===== src/rtl/vsi_pwm_scheduler.sv =====
// Three-phase duty scheduler: shadows handshaked duty commands and releases them to the
// PWM legs on carrier-period ticks, with soft start, disable-at-tick and immediate fault trip.
module vsi_pwm_scheduler #(
  parameter int DW        = 10,
  parameter int DUTY_MAX  = 1000,
  parameter int RAMP_STEP = 4
) (
  input  logic          clk,
  input  logic          rst,
  input  logic          enable,
  input  logic          fault,
  input  logic          period_tick,
  input  logic          cmd_valid,
  output logic          cmd_ready,
  input  logic [DW-1:0] duty_a,
  input  logic [DW-1:0] duty_b,
  input  logic [DW-1:0] duty_c,
  output logic [DW-1:0] d_a,
  output logic [DW-1:0] d_b,
  output logic [DW-1:0] d_c,
  output logic          gate_en,
  output logic [1:0]    state,
  output logic          fault_latched
);

  typedef enum logic [1:0] {
    S_IDLE  = 2'd0,
    S_RAMP  = 2'd1,
    S_RUN   = 2'd2,
    S_FAULT = 2'd3
  } state_t;

  localparam logic [DW:0] DMAX = (DW+1)'(DUTY_MAX);
  localparam logic [DW:0] STEP = (DW+1)'(RAMP_STEP);

  state_t               state_q, state_d;
  logic [2:0][DW-1:0]   d_q, d_d;
  logic [2:0][DW-1:0]   sh_q, sh_d;
  logic [2:0][DW-1:0]   tgt_q, tgt_d;
  logic                 pending_q, pending_d;
  logic                 gate_en_q, gate_en_d;
  logic                 fault_latched_q, fault_latched_d;

  logic [2:0][DW-1:0]   duty_in, nt, ramped;
  logic                 xfer, ramp_done, trip;

  function automatic logic [DW-1:0] clamp_duty(input logic [DW-1:0] v);
    logic [DW:0] w;
    w = {1'b0, v};
    return (w > DMAX) ? DMAX[DW-1:0] : v;
  endfunction

  // One soft-start step toward the target; DW+1 bits keep the difference from wrapping.
  function automatic logic [DW-1:0] ramp_step(input logic [DW-1:0] cur, input logic [DW-1:0] tgt);
    logic [DW:0] c, t, diff, r;
    c = {1'b0, cur};
    t = {1'b0, tgt};
    if (t >= c) begin
      diff = t - c;
      if (diff > STEP) diff = STEP;
      r = c + diff;
    end else begin
      diff = c - t;
      if (diff > STEP) diff = STEP;
      r = c - diff;
    end
    return r[DW-1:0];
  endfunction

  assign duty_in   = {duty_c, duty_b, duty_a};
  assign cmd_ready = !rst && (state_q != S_FAULT) && !pending_q;
  assign xfer      = cmd_valid && cmd_ready;
  assign trip      = fault && (state_q != S_FAULT);
  assign nt        = pending_q ? sh_q : tgt_q;

  always_comb begin
    ramped = '0;
    for (int i = 0; i < 3; i++) ramped[i] = ramp_step(d_q[i], nt[i]);
  end
  assign ramp_done = (ramped == nt);

  always_ff @(posedge clk or posedge rst) begin
    if (rst) begin
      state_q         <= S_IDLE;
      d_q             <= '0;
      sh_q            <= '0;
      tgt_q           <= '0;
      pending_q       <= 1'b0;
      gate_en_q       <= 1'b0;
      fault_latched_q <= 1'b0;
    end else begin
      state_q         <= state_d;
      d_q             <= d_d;
      sh_q            <= sh_d;
      tgt_q           <= tgt_d;
      pending_q       <= pending_d;
      gate_en_q       <= gate_en_d;
      fault_latched_q <= fault_latched_d;
    end
  end

  always_comb begin
    state_d = state_q;
    case (state_q)
      S_IDLE:  if (fault) state_d = S_FAULT;
               else if (period_tick && enable) state_d = S_RAMP;
      S_RAMP:  if (fault) state_d = S_FAULT;
               else if (period_tick) begin
                 if (!enable) state_d = S_IDLE;
                 else if (ramp_done) state_d = S_RUN;
               end
      S_RUN:   if (fault) state_d = S_FAULT;
               else if (period_tick && !enable) state_d = S_IDLE;
      S_FAULT: if (!fault && !enable) state_d = S_IDLE;
      default: state_d = S_IDLE;
    endcase
  end

  always_comb begin
    d_d             = d_q;
    gate_en_d       = gate_en_q;
    fault_latched_d = fault_latched_q;
    if (trip) begin
      d_d             = '0;
      gate_en_d       = 1'b0;
      fault_latched_d = 1'b1;
    end else begin
      case (state_q)
        S_IDLE:  if (period_tick && enable) gate_en_d = 1'b1;
        S_RAMP:  if (period_tick) begin
                   if (!enable) begin
                     d_d       = '0;
                     gate_en_d = 1'b0;
                   end else d_d = ramped;
                 end
        S_RUN:   if (period_tick) begin
                   if (!enable) begin
                     d_d       = '0;
                     gate_en_d = 1'b0;
                   end else d_d = nt;
                 end
        S_FAULT: if (!fault && !enable) fault_latched_d = 1'b0;
        default: ;
      endcase
    end
  end

  // A command accepted on a tick edge stays pending for the following tick.
  always_comb begin
    sh_d      = sh_q;
    tgt_d     = tgt_q;
    pending_d = pending_q;
    if (xfer)
      for (int i = 0; i < 3; i++) sh_d[i] = clamp_duty(duty_in[i]);
    if (trip) begin
      pending_d = 1'b0;
      tgt_d     = '0;
    end else if (period_tick && (state_q != S_FAULT)) begin
      tgt_d     = nt;
      pending_d = xfer;
    end else if (xfer) begin
      pending_d = 1'b1;
    end
  end

  assign d_a           = d_q[0];
  assign d_b           = d_q[1];
  assign d_c           = d_q[2];
  assign gate_en       = gate_en_q;
  assign state         = state_q;
  assign fault_latched = fault_latched_q;

endmodule


===== config.mk =====
export PLATFORM = sky130hd
export DESIGN_NAME = vsi_pwm_scheduler
export DESIGN_NICKNAME = d
export VERILOG_FILES = /design/src/rtl/vsi_pwm_scheduler.sv
export SDC_FILE = /design/constraint.sdc
export NUM_CORES = 1
export LEC_CHECK = 0
export CORE_MARGIN = 2
export CORE_UTILIZATION = 35
export CTS_CLUSTER_SIZE = 12
export DETAILED_ROUTE_END_ITERATION = 6
export GPL_ROUTABILITY_DRIVEN = 1
export PLACE_DENSITY_LB_ADDON = 0.1
export SKIP_LAST_GASP = 1
export SLEW_MARGIN = 15
export SYNTH_ARGS = -nofsm -noshare
export SYNTH_HDL_FRONTEND = slang
export SYNTH_SLANG_ARGS = --single-unit

===== constraint.sdc =====
create_clock -name clk -period 7.5 [get_ports clk]
set_input_delay 0.75 -clock clk [delete_from_list [all_inputs] [get_ports clk]]
set_output_delay 0.75 -clock clk [all_outputs]
set_load 0.005 [all_outputs]

==> impl_metrics.json <==
{
  "yosysWarnings": 0,
  "crit_arrival_ns": 7.28,
  "numClockSinks": 95,
  "via_count": 8418,
  "grt_use_total": 0.208,
  "cap_violations": 0,
  "slew_violations": 0,
  "r2r_end": "state[1]",
  "drtIter0Drc": 542,
  "timing.rr.start": "pending_q",
  "rrSetupSlack_ns": 0.51,
  "cts_hold_buf": 0,
  "root_buffer": "clkbuf_16",
  "worstMarginPinSlew_ns": 0.826,
  "layout.nets": 1350,
  "cts_tree": "built",
  "hold_viol": 0,
  "crit_path_end_kind": "flop",
  "io_buffers": 70,
  "final_common_cell": "nand2_1",
  "dp.cells": 1532,
  "slew-limit-headroom": 0.449,
  "synth_seq_cells": 95,
  "fmax_ghz": 0.143,
  "top_layer_used": "met4",
  "final_cells": 1550,
  "syn_area_sq_um": 9320,
  "grt_overflow": 0,
  "ios": 71,
  "place_hpwl_um": 22400,
  "synth_top_area_share": 0.255,
  "initial_core_util": 0.357,
  "totalWireLength_um": 28600,
  "slowest_delay_ns": 0.60,
  "die_w_um": 167,
  "area_growth_pct": 16.9,
  "wire_per_inst_um": 18.4,
  "chipHeight_um": 167,
  "drc": 3,
  "core_area_sq_um": 26100,
  "synth_fp_nets": 1278,
  "final_cell_mix": "nand2_1, ha_1, dfrtp_1",
  "met3_wirelength_um": 1200,
  "cp_top_family": "simple AND/OR/NAND/NOR gates",
  "worstHoldStart": "tgt_q[5]",
  "num_antenna_cells": 0,
  "ys_top_cells_by_area": "dfrtp_1, ha_1, xnor2_1",
  "outcome": "finished, violations left",
  "r2r_cells": 23,
  "hp-class": "reg -> reg",
  "min_period_over_period": 0.932,
  "grt_pass1_wl_um": 45800,
  "synth-edff-count": 0,
  "htreeDepth": 3,
  "dieArea_sq_um": 27900,
  "path_cells": "mux2i_1, inv_1, ha_1, a21oi_4, o221ai_1, or4_1, a2111o_1, or4_4, nor3_4, or2b_1, ha_1, a22o_1, fa_1, xor2_1, xnor2_1, nor4_1, o211ai_1, or3_1, nor4_1, nand4_1, nor4_1, a41o_1, mux2i_1",
  "ant_nets": 0,
  "vias_per_cell": 5.43,
  "met1_length_um": 15000,
  "grt_pass1_vias": 8172,
  "clk_latency_ns": 0.36,
  "critical_path_buf_inv_count": 1,
  "hold_path_depth": 2,
  "clk_path_buf_depth": 2,
  "antenna_found_initial": 0,
  "cp-start-kind": "flop",
  "first_pass_iters": 7,
  "wl_met2_um": 12000,
  "post-route-min-period_ns": 6.99,
  "violations": "DRC",
  "path_clk_slew_ns": 0.08,
  "rsz0062_at_grt": "no",
  "path_class": "reg -> reg",
  "required_ns": 7.79,
  "yosysTopAreaCell": "dfrtp_1",
  "final_layout_size_suffix_gt1_frac": 0.0691,
  "syn_inst": 1138,
  "whs_endpoint": "tgt_q[5]",
  "worst-path-max-fanout": 12,
  "skew_ns": 0.0101,
  "finalSetupTns_ns": 0,
  "synthArstFlopShare": 1.00,
  "post_synth.cell_area_avg_sq_um": 8.19,
  "cp_common_cell": "nor4_1",
  "cp_slowest_cell": "dfrtp_4",
  "grt_max_degree": 60,
  "yosysSeqAreaShare": 0.255,
  "cts_buffers": 9,
  "ys.flop_type": "dfrtp_1",
  "yosysUniqueCellTypes": 76,
  "core.rowCount": 59,
  "place_congestion": 0.937,
  "setup_viol": 0
}
## sequential cells by signal, indices dropped and copies added (netlist names)
| signal | cells |
|---|---|
| tgt_q | 30 |
| sh_q | 30 |
| pending_q | 1 |
| gate_en | 1 |
| d_b | 10 |
| state | 2 |
| fault_latched | 1 |
| d_a | 10 |
| d_c | 10 |
## synthesized netlist by cell type (all sizes together) (6+ instances only)
library cell	number
mux2i	45
dfrtp	95
a21o	24
nand2	131
buf	11
nand3	16
o31ai	34
a31oi	16
a21oi	83
xor2	18
o22ai	27
ha	95
a22o	11
nand4	11
nor3	17
nor2b	11
nand2b	27
a211oi	12
inv	94
xnor2	64
nor4	9
and2	6
or3	10
o21ai	50
nor2	66
o21bai	9
o211ai	8
clkbuf	45
fa	9
o21a	14
## what timing repair did
item / CTS / global route
setup buffers: 0 / 1
resized for setup: 0 / 1
endpoints found under the setup margin: 0 / 2
## layer usage
layer | track usage | vias to the layer above
met3 | 0.0243 | 19
met4 | 0.0499 | 0
met2 | 0.312 | 199
li1 | - | 4206
met5 | 0 | -
met1 | 0.318 | 3994
## how the worst max path moves through the flow
stage          endpoint  cells past startpoint  slack [ns]       from
3_3_place_gp   state[0]                     27        0.48  pending_q
5_1_grt        state[0]                     23        0.07  pending_q
2_1_floorplan  state[1]                     28        0.07  pending_q
4_1_cts        state[1]                     23        0.27  pending_q
6_report       state[1]                     23        0.51  pending_q
3_5_place_dp   state[0]                     23        0.29  pending_q
## worst min-delay path, stage by stage, from the launching register on
cell and delay [ns]:
dfrtp_1 0.34, nand2_1 0.05, o31ai_1 0.06
## cells by family after synthesis
logic type                 synth area share
xor gates and xnor gates             0.0795
muxes                                0.0495
DFF                                   0.255
AOI/OAI and AO/OA                     0.239
and+or+nand+nor                       0.167
buffers and inverters                0.0622
adders and majority gates             0.147
## cell type report
class | instances | area [sq um]
Multi-Input combinational cell | 893 | 6370
Timing Repair Buffer | 117 | 1060
Sequential cell | 95 | 2380
Clock inverter | 7 | 75.1
Fill cell | 2760 | 15200
Tap cell | 335 | 419
Inverter | 94 | 355
Clock buffer | 9 | 225
## metrics by stage
| stage | area [sq um] | hold slack (ns) | setup slack (ns) | util |
|---|---|---|---|---|
| floorplan | 9320 | 0.438 | 0.0688 | - |
| global placement | 10600 | 0.459 | 0.482 | 0.404 |
| detailed placement | 10600 | 0.467 | 0.291 | 0.404 |
| CTS | 10900 | 0.485 | 0.270 | 0.416 |
| global route | 10900 | 0.503 | 0.0700 | 0.417 |
| finish | 10900 | 0.480 | 0.506 | 0.417 |
Power is not shown: default switching activity piles up to over one toggle a cycle in this logic, so the estimate is an artifact.
